`config.mk`:
```
export PLATFORM = sky130hd
export DESIGN_NAME = fusion_sched
export DESIGN_NICKNAME = d
export VERILOG_FILES = /design/src/rtl/fusion_sched.sv
export SDC_FILE = /design/constraint.sdc
export NUM_CORES = 1
export LEC_CHECK = 0
export ABC_CLOCK_PERIOD_IN_PS = 8900
export CAP_MARGIN = 20
export CORE_MARGIN = 3
export CORE_UTILIZATION = 45
export CTS_BUF_LIST = sky130_fd_sc_hd__clkbuf_4 sky130_fd_sc_hd__clkbuf_8
export CTS_CLUSTER_SIZE = 8
export DETAILED_ROUTE_END_ITERATION = 8
export PLACE_DENSITY_LB_ADDON = 0.08
export SLEW_MARGIN = 20
export SYNTH_ARGS = -nofsm -noshare
export SYNTH_HDL_FRONTEND = slang
export SYNTH_SLANG_ARGS = --single-unit
export TNS_END_PERCENT = 10
```
`constraint.sdc`:
```
create_clock -name iclk -period 8.9 [get_ports iclk]
set_input_delay 0.89 -clock iclk [delete_from_list [all_inputs] [get_ports iclk]]
set_output_delay 0.89 -clock iclk [all_outputs]
set_load 0.02 [all_outputs]
```
`src/rtl/fusion_sched.sv`:
```
// Dual-sensor fusion scheduler: pops optical/thermal line buffers in lockstep and
// generates frame sync, pixel valid, frame status and an underrun watchdog.
module fusion_sched #(
  parameter int unsigned H_W    = 12,
  parameter int unsigned V_W    = 11,
  parameter int unsigned RD_LAT = 1,
  parameter int unsigned TO_W   = 16
) (
  input  logic           iclk,
  input  logic           rst_i,
  input  logic           enable,
  input  logic [H_W-1:0] cfg_h_active,
  input  logic [H_W-1:0] cfg_h_blank,
  input  logic [V_W-1:0] cfg_v_active,
  input  logic [V_W-1:0] cfg_v_blank,
  input  logic           o_line_rdy,
  input  logic           t_line_rdy,
  output logic           o_rd_en,
  output logic           t_rd_en,
  output logic           fus_sync,
  output logic           fus_valid,
  output logic [V_W-1:0] line_cnt,
  output logic           busy,
  output logic           frame_done,
  output logic           err_underrun,
  input  logic           err_clr
);

  localparam int unsigned CW = (H_W > V_W) ? H_W : V_W;

  typedef enum logic [2:0] {
    S_IDLE, S_SYNC, S_WAIT, S_ACTIVE, S_HBLANK, S_VBLANK
  } state_t;

  state_t            state;
  logic [H_W-1:0]    h_act;
  logic [H_W-1:0]    h_blk;
  logic [V_W-1:0]    v_act;
  logic [V_W-1:0]    v_blk;
  logic [CW-1:0]     cnt;
  logic [TO_W-1:0]   wd;
  logic              rd_en;
  logic              sync_int;
  logic [RD_LAT-1:0] vpipe;
  logic [RD_LAT-1:0] spipe;

  logic              both_rdy_c;
  logic              h_last_c;
  logic              hb_last_c;
  logic              vb_last_c;
  logic              vb_pen_c;
  logic              last_line_c;
  logic [TO_W-1:0]   wd_inc_c;

  // Terminal-count decodes against the per-frame shadow geometry
  always_comb begin
    both_rdy_c  = o_line_rdy & t_line_rdy;
    h_last_c    = (cnt == CW'(h_act - H_W'(1)));
    hb_last_c   = (cnt == CW'(h_blk - H_W'(1)));
    vb_last_c   = (cnt == CW'(v_blk - V_W'(1)));
    vb_pen_c    = ((cnt + CW'(2)) == CW'(v_blk));
    last_line_c = (line_cnt == (v_act - V_W'(1)));
    wd_inc_c    = (wd == '1) ? wd : (wd + TO_W'(1));
  end

  always_ff @(posedge iclk) begin
    if (rst_i) begin
      state        <= S_IDLE;
      h_act        <= '0;
      h_blk        <= '0;
      v_act        <= '0;
      v_blk        <= '0;
      cnt          <= '0;
      wd           <= '0;
      line_cnt     <= '0;
      rd_en        <= 1'b0;
      sync_int     <= 1'b0;
      busy         <= 1'b0;
      frame_done   <= 1'b0;
      err_underrun <= 1'b0;
      vpipe        <= '0;
      spipe        <= '0;
    end else begin
      rd_en      <= 1'b0;
      sync_int   <= 1'b0;
      frame_done <= 1'b0;
      vpipe      <= RD_LAT'({vpipe, rd_en});
      spipe      <= RD_LAT'({spipe, sync_int});

      // Watchdog saturates; setting wins over a simultaneous clear
      wd <= (state == S_WAIT && !both_rdy_c) ? wd_inc_c : '0;
      if (state == S_WAIT && wd_inc_c == '1) begin
        err_underrun <= 1'b1;
      end else if (err_clr) begin
        err_underrun <= 1'b0;
      end

      case (state)
        S_IDLE: begin
          if (enable) begin
            state    <= S_SYNC;
            sync_int <= 1'b1;
            busy     <= 1'b1;
          end
        end
        S_SYNC: begin
          h_act    <= (cfg_h_active == '0) ? H_W'(1) : cfg_h_active;
          h_blk    <= cfg_h_blank;
          v_act    <= (cfg_v_active == '0) ? V_W'(1) : cfg_v_active;
          v_blk    <= (cfg_v_blank == '0) ? V_W'(1) : cfg_v_blank;
          line_cnt <= '0;
          state    <= S_WAIT;
        end
        S_WAIT: begin
          if (both_rdy_c) begin
            state <= S_ACTIVE;
            cnt   <= '0;
            rd_en <= 1'b1;
          end
        end
        S_ACTIVE: begin
          if (h_last_c) begin
            cnt <= '0;
            if (last_line_c) begin
              state      <= S_VBLANK;
              frame_done <= (v_blk == V_W'(1));
            end else begin
              line_cnt <= line_cnt + V_W'(1);
              state    <= (h_blk == '0) ? S_WAIT : S_HBLANK;
            end
          end else begin
            cnt   <= cnt + CW'(1);
            rd_en <= 1'b1;
          end
        end
        S_HBLANK: begin
          if (hb_last_c) begin
            cnt   <= '0;
            state <= S_WAIT;
          end else begin
            cnt <= cnt + CW'(1);
          end
        end
        S_VBLANK: begin
          if (vb_last_c) begin
            cnt <= '0;
            if (enable) begin
              state    <= S_SYNC;
              sync_int <= 1'b1;
            end else begin
              state <= S_IDLE;
              busy  <= 1'b0;
            end
          end else begin
            cnt        <= cnt + CW'(1);
            frame_done <= vb_pen_c;
          end
        end
        default: state <= S_IDLE;
      endcase
    end
  end

  assign o_rd_en   = rd_en;
  assign t_rd_en   = rd_en;
  assign fus_valid = vpipe[RD_LAT-1];
  assign fus_sync  = spipe[RD_LAT-1];

endmodule

```
# Word level (Yosys, flattened, before mapping)
# Cells that the tools add are included.
# Widths: inputs -> output; s select.
[classes]
addsub = 8
multipliers = 0
div = 0
magnitude_cmp = 0
eq_ne = 20
shifts = 0
mux = 37
bitwise = 2
n_reduce_logical = 17
[op_table]
columns = ["op", "n"]
rows = [
  ["$mux 12", 5],
  ["$pmux 12 s4", 1],
  ["$mux 11", 4],
  ["$eq 12x12->1", 3],
  ["$eq 16x16->1 const B", 2],
  ["$logic_not 12->1", 2],
  ["$sub 12x1->12 const B", 2],
  ["$logic_not 11->1", 2],
  ["$pmux 11 s2", 1],
  ["$mux 3", 7],
  ["$pmux 3 s6", 1],
  ["$add 16x1->16 const B", 1],
  ["$mux 16", 1],
  ["$ne 2x2->1 const B", 7],
  ["$mux 1", 13],
  ["$add 12x1->12 const B", 1],
  ["$add 12x2->12 const B", 1],
  ["$eq 12x11->1", 1],
  ["$sub 11x1->12 const B", 1],
  ["$add 11x1->11 const B", 1],
  ["$eq 11x1->1 const B", 1],
  ["$eq 11x11->1", 1],
  ["$sub 11x1->11 const B", 1],
  ["$pmux 1 s2", 4],
  ["15 further kinds", 20],
]
[word_totals]
regBits = 95
latch_bits = 0
ram_bits = 0
rom_bits = 0
in_bits = 52
out_inout_bits = 18
n_memories = 0

# Longest topological paths before layout
[logic_depth]
word_depth = 5
depth_mapped = 13
depth_no_buf = 10

# Worst setup path before layout
# Ideal clock, no wire load.
[synth_path]
path_type = "register -> register"
startpoint = "register h_act[0]"
endpoint = "register cnt[11]"
setup_time_ps = 132
arrival_ps = 2899
t_required_ps = 8768
setup_slack_ps = 5869
path_stages_with_launch = 14
path_buffers = 3
synth_period_minus_slack_ps = 3031
cell_sequence = "dfxtp_1 -> clkbuf_1 -> inv_1 -> ha_1 -> or4b_4 -> nor2_4 -> o211ai_1 -> a2111oi_0 -> or4b_4 -> and3_4 -> buf_6 -> buf_6 -> o22ai_1 -> a21oi_1"
[synth_between]
elab_chain_len = 4
[synth_rtl]
columns = ["element", "line_no", "text"]
rows = [
  ["start, declared", "36", "logic [H_W-1:0] h_act;"],
  ["start signal, assigned", "107", "h_act <= (cfg_h_active == '0) ? H_W'(1) : cfg_h_active;"],
  ["$sub 12x1->12", "58", "h_last_c = (cnt == CW'(h_act - H_W'(1)));"],
  ["$eq 12x12->1", "58", ""],
  ["$mux 12", "122", "if (h_last_c) begin"],
  ["$pmux 12 s4", "98", "case (state)"],
  ["end signal, assigned", "132", "cnt <= cnt + CW'(1);"],
  ["end signal, assigned", "141", "cnt <= cnt + CW'(1);"],
  ["end signal, assigned", "155", "cnt <= cnt + CW'(1);"],
  ["end, declared", "40", "logic [CW-1:0] cnt;"],
]
# Every way passes these cells.
# A chain may end at the register's enable or synchronous reset.

# Worst setup path in the final report
[layout_path]
startpoint = "register h_act[0]"
endpoint = "register line_cnt[3]"
[layout_between]
elab_chain_len = 4
[layout_rtl]
columns = ["element", "line_no", "text"]
rows = [
  ["$sub 12x1->12", "58", ""],
  ["$eq 12x12->1", "58", ""],
  ["$ne 2x2->1 (no line)", "--", ""],
  ["$reduce_and 3->1 (no line)", "--", ""],
  ["end signal, assigned", "128", "line_cnt <= line_cnt + V_W'(1);"],
  ["end, declared", "22", "output logic [V_W-1:0] line_cnt,"],
]
# Every way passes these cells.

==> impl_metrics.tcl <==
set metrics [dict create \
    outcome "complete, no violations" \
    gr-usage-all-layers 0.218 \
    synth_most_common_cell "nand2_1" \
    diodes 0 \
    cts_sinks 95 \
    syn-num-nets 927 \
    ys_ff_latch 95 \
    overflow 0 \
    synth_fa_ha_area_frac 0.0235 \
    hp-class "reg -> reg" \
    synth_mux_area_frac 0.00959 \
    path_max_fanout 10 \
    syn_area_mm2 0.00640 \
    vdd_ir_drop_max_mv 0.131 \
    synth.largest_area_cell "dfxtp_1" \
    path_class "reg -> reg" \
    ant_nets 0 \
    wire_per_inst_um 16.5 \
    synth_area_leaders "dfxtp_1, nand2_1, xnor2_1, a21oi_1, xor2_1" \
    worstSkewPairLatency_ps 390 \
    synthXorXnorAreaFrac 0.110 \
    vias 6253 \
    antenna_found_initial 0 \
    cp.arrival_ps 3700 \
    p_leak_nw 2.51 \
    syn_inst 863 \
    cts_made_buffers 9 \
    tightest_slew_ps 810 \
    finalSetupTns_ps 0 \
    cts_htree_levels 3 \
    fin_skew_ps 9.48 \
    cts_root_buffer "clkbuf_8" \
    first_pass_iters 5 \
    dieWidth_um 125 \
    path_clk_slew_ps 90 \
    drive_above_1_share 0.0486 \
    final_nets 944 \
    final_cells 1060 \
    synth_top_cell_area_share 0.297 \
    drv_slew 0 \
    cts_resized 0 \
    hold_buffers 0 \
    fmax_ghz 0.294 \
    synth.avg_cell_area_um2 7.41 \
    globalplace.congestion 0.908 \
    post_cts_buffers 0 \
    slew_headroom 0.459 \
    maxCapViolations 0 \
    pwr_density_cell_mw_per_mm2 240 \
    drc 0 \
    end_kind "register" \
    setup_viol 0 \
    cts_tree "done" \
    dieArea_mm2 0.0157 \
    cp.required_ps 9200 \
    dp_hpwl_mm 12.5 \
    layout_min_cycle_time_ps 3400 \
    rsz0062_at_grt "false" \
    dp.cells 1045 \
    drt_wl_total_mm 17.5 \
    core_area_mm2 0.0136 \
    yosysWarningCount 0 \
    initial_core_util 0.472 \
    synthFlopType "dfxtp_1" \
    synth_compound_area_frac 0.201 \
    via_per_inst 5.90 \
    io_pins 70 \
    buffer_ports.inserted 69 \
    grt_pass1_wl_mm 28.8 \
    drtIter0Drc 523 \
    synth_top_family_by_area "simple AND/OR/NAND/NOR gates" \
    fin_crit_sh 0.382 \
    die_height_um 125 \
    rows 42 \
    synth_seq_area_share 0.297 \
    synth_common_cells "nand2_1, dfxtp_1, nor2_1, a21oi_1, clkbuf_1" \
    synth_cell_type_count 75 \
    synth-simple-area-share 0.301 \
    clockBufferDepth 2 \
    hold_viol 0 \
    synthToLayoutAreaGrowth_pct 13.3 \
    grt_pass1_vias 5919 \
    synthArstFlopShare 0 \
    critPathLaunchType "register" \
    grt_max_degree 65 \
    synth_edf_count 0 \
]
critical path, cell delays in order, from the launching register on:
cell and delay [ps]:
dfxtp_1 390, inv_1 90, ha_1 250, nor4b_2 440, and3_1 290, nor4b_1 240, a31oi_1 100, o41ai_2 680
and2_1 450, a31oi_1 150, a41o_1 230
registers in the layout, summed over array words and instances (netlist names):
| name | flops |
|---|---|
| fus_valid | 1 |
| line_cnt | 11 |
| state | 3 |
| wd | 16 |
| frame_done | 1 |
| err_underrun | 1 |
| sync_int | 1 |
| cnt | 12 |
| h_blk | 12 |
| busy | 1 |
| o_rd_en | 1 |
| v_act | 11 |
| h_act | 12 |
| fus_sync | 1 |
| v_blk | 11 |
kinds of logic after synthesis:
logic type | Yosys count
and+or+nand+nor | 387
DFF | 95
adders and majority gates | 12
muxes | 6
xor gates and xnor gates | 80
buffers and inverters | 90
AOI/OAI and AO/OA | 193
power by group:
group | switching (mW) | internal (mW) | total, mW
Sequential | 0.118 | 0.486 | 0.604
Clock | 0.164 | 0.136 | 0.300
Combinational | 0.480 | 0.358 | 0.838
routing by layer:
metal  global-route usage  routed length [µm]  vias to the layer above
met5                    0                   0                        -
met2                0.376                8590                      159
met1                0.275                7800                     2955
li1                     -                   -                     3118
met4               0.0593                 282                        0
met3               0.0503                 823                       21
cells in the final DEF (no fill, tap or decap), drive strengths merged, types with 6 or more instances in the layout:
master         synthesis  final
xnor2                 46     46
nand3                 29     29
nor3                  33     33
nor2                  74     74
or4                    6      6
ha                    12     12
nor4b                  6      6
nor4                  22     22
o211ai                11     11
dfxtp                 95     95
nand4                 21     21
nand2                139    139
and2                  13     13
clkbuf                55     10
nor2b                  7      7
xor2                  34     34
a21oi                 64     64
inv                   24     24
clkdlybuf4s50          0     68
a31oi                 15     15
a21boi                 7      7
o22ai                 11     11
and3                  12     12
o21ai                 25     25
final cells by class:
type,count,area [µm²]
timing repair buffer,72,708
clock inverter,5,58.8
multi-input combinational,678,4130
clock buffer,10,138
fill,1320,6310
sequential,95,1900
tap,176,220
inverter,24,90.1
path summary, 6_finish.rpt:
path,start,endpoint,slack [ps],depth (start not counted)
worst max register to register,h_act[0],line_cnt[3],5500,10
worst min register to register,sync_int,fus_sync,460,1
worst min-delay path,sync_int,fus_sync,460,1
worst max-delay path,h_act[0],line_cnt[3],5500,10
through the flow:
step	area [µm²]	utilization	worst slack, ps	hold slack, ps	total power, mW
after global routing	7250	0.534	5170	471	1.88
after floorplan	6400	-	5870	414	1.25
after detailed placement	7050	0.520	5530	447	1.43
final	7250	0.534	5500	458	1.74
after CTS	7250	0.534	5520	460	1.74
after global placement	7050	0.520	5690	439	1.41
No activity file was read; power rests on OpenSTA's default activity.
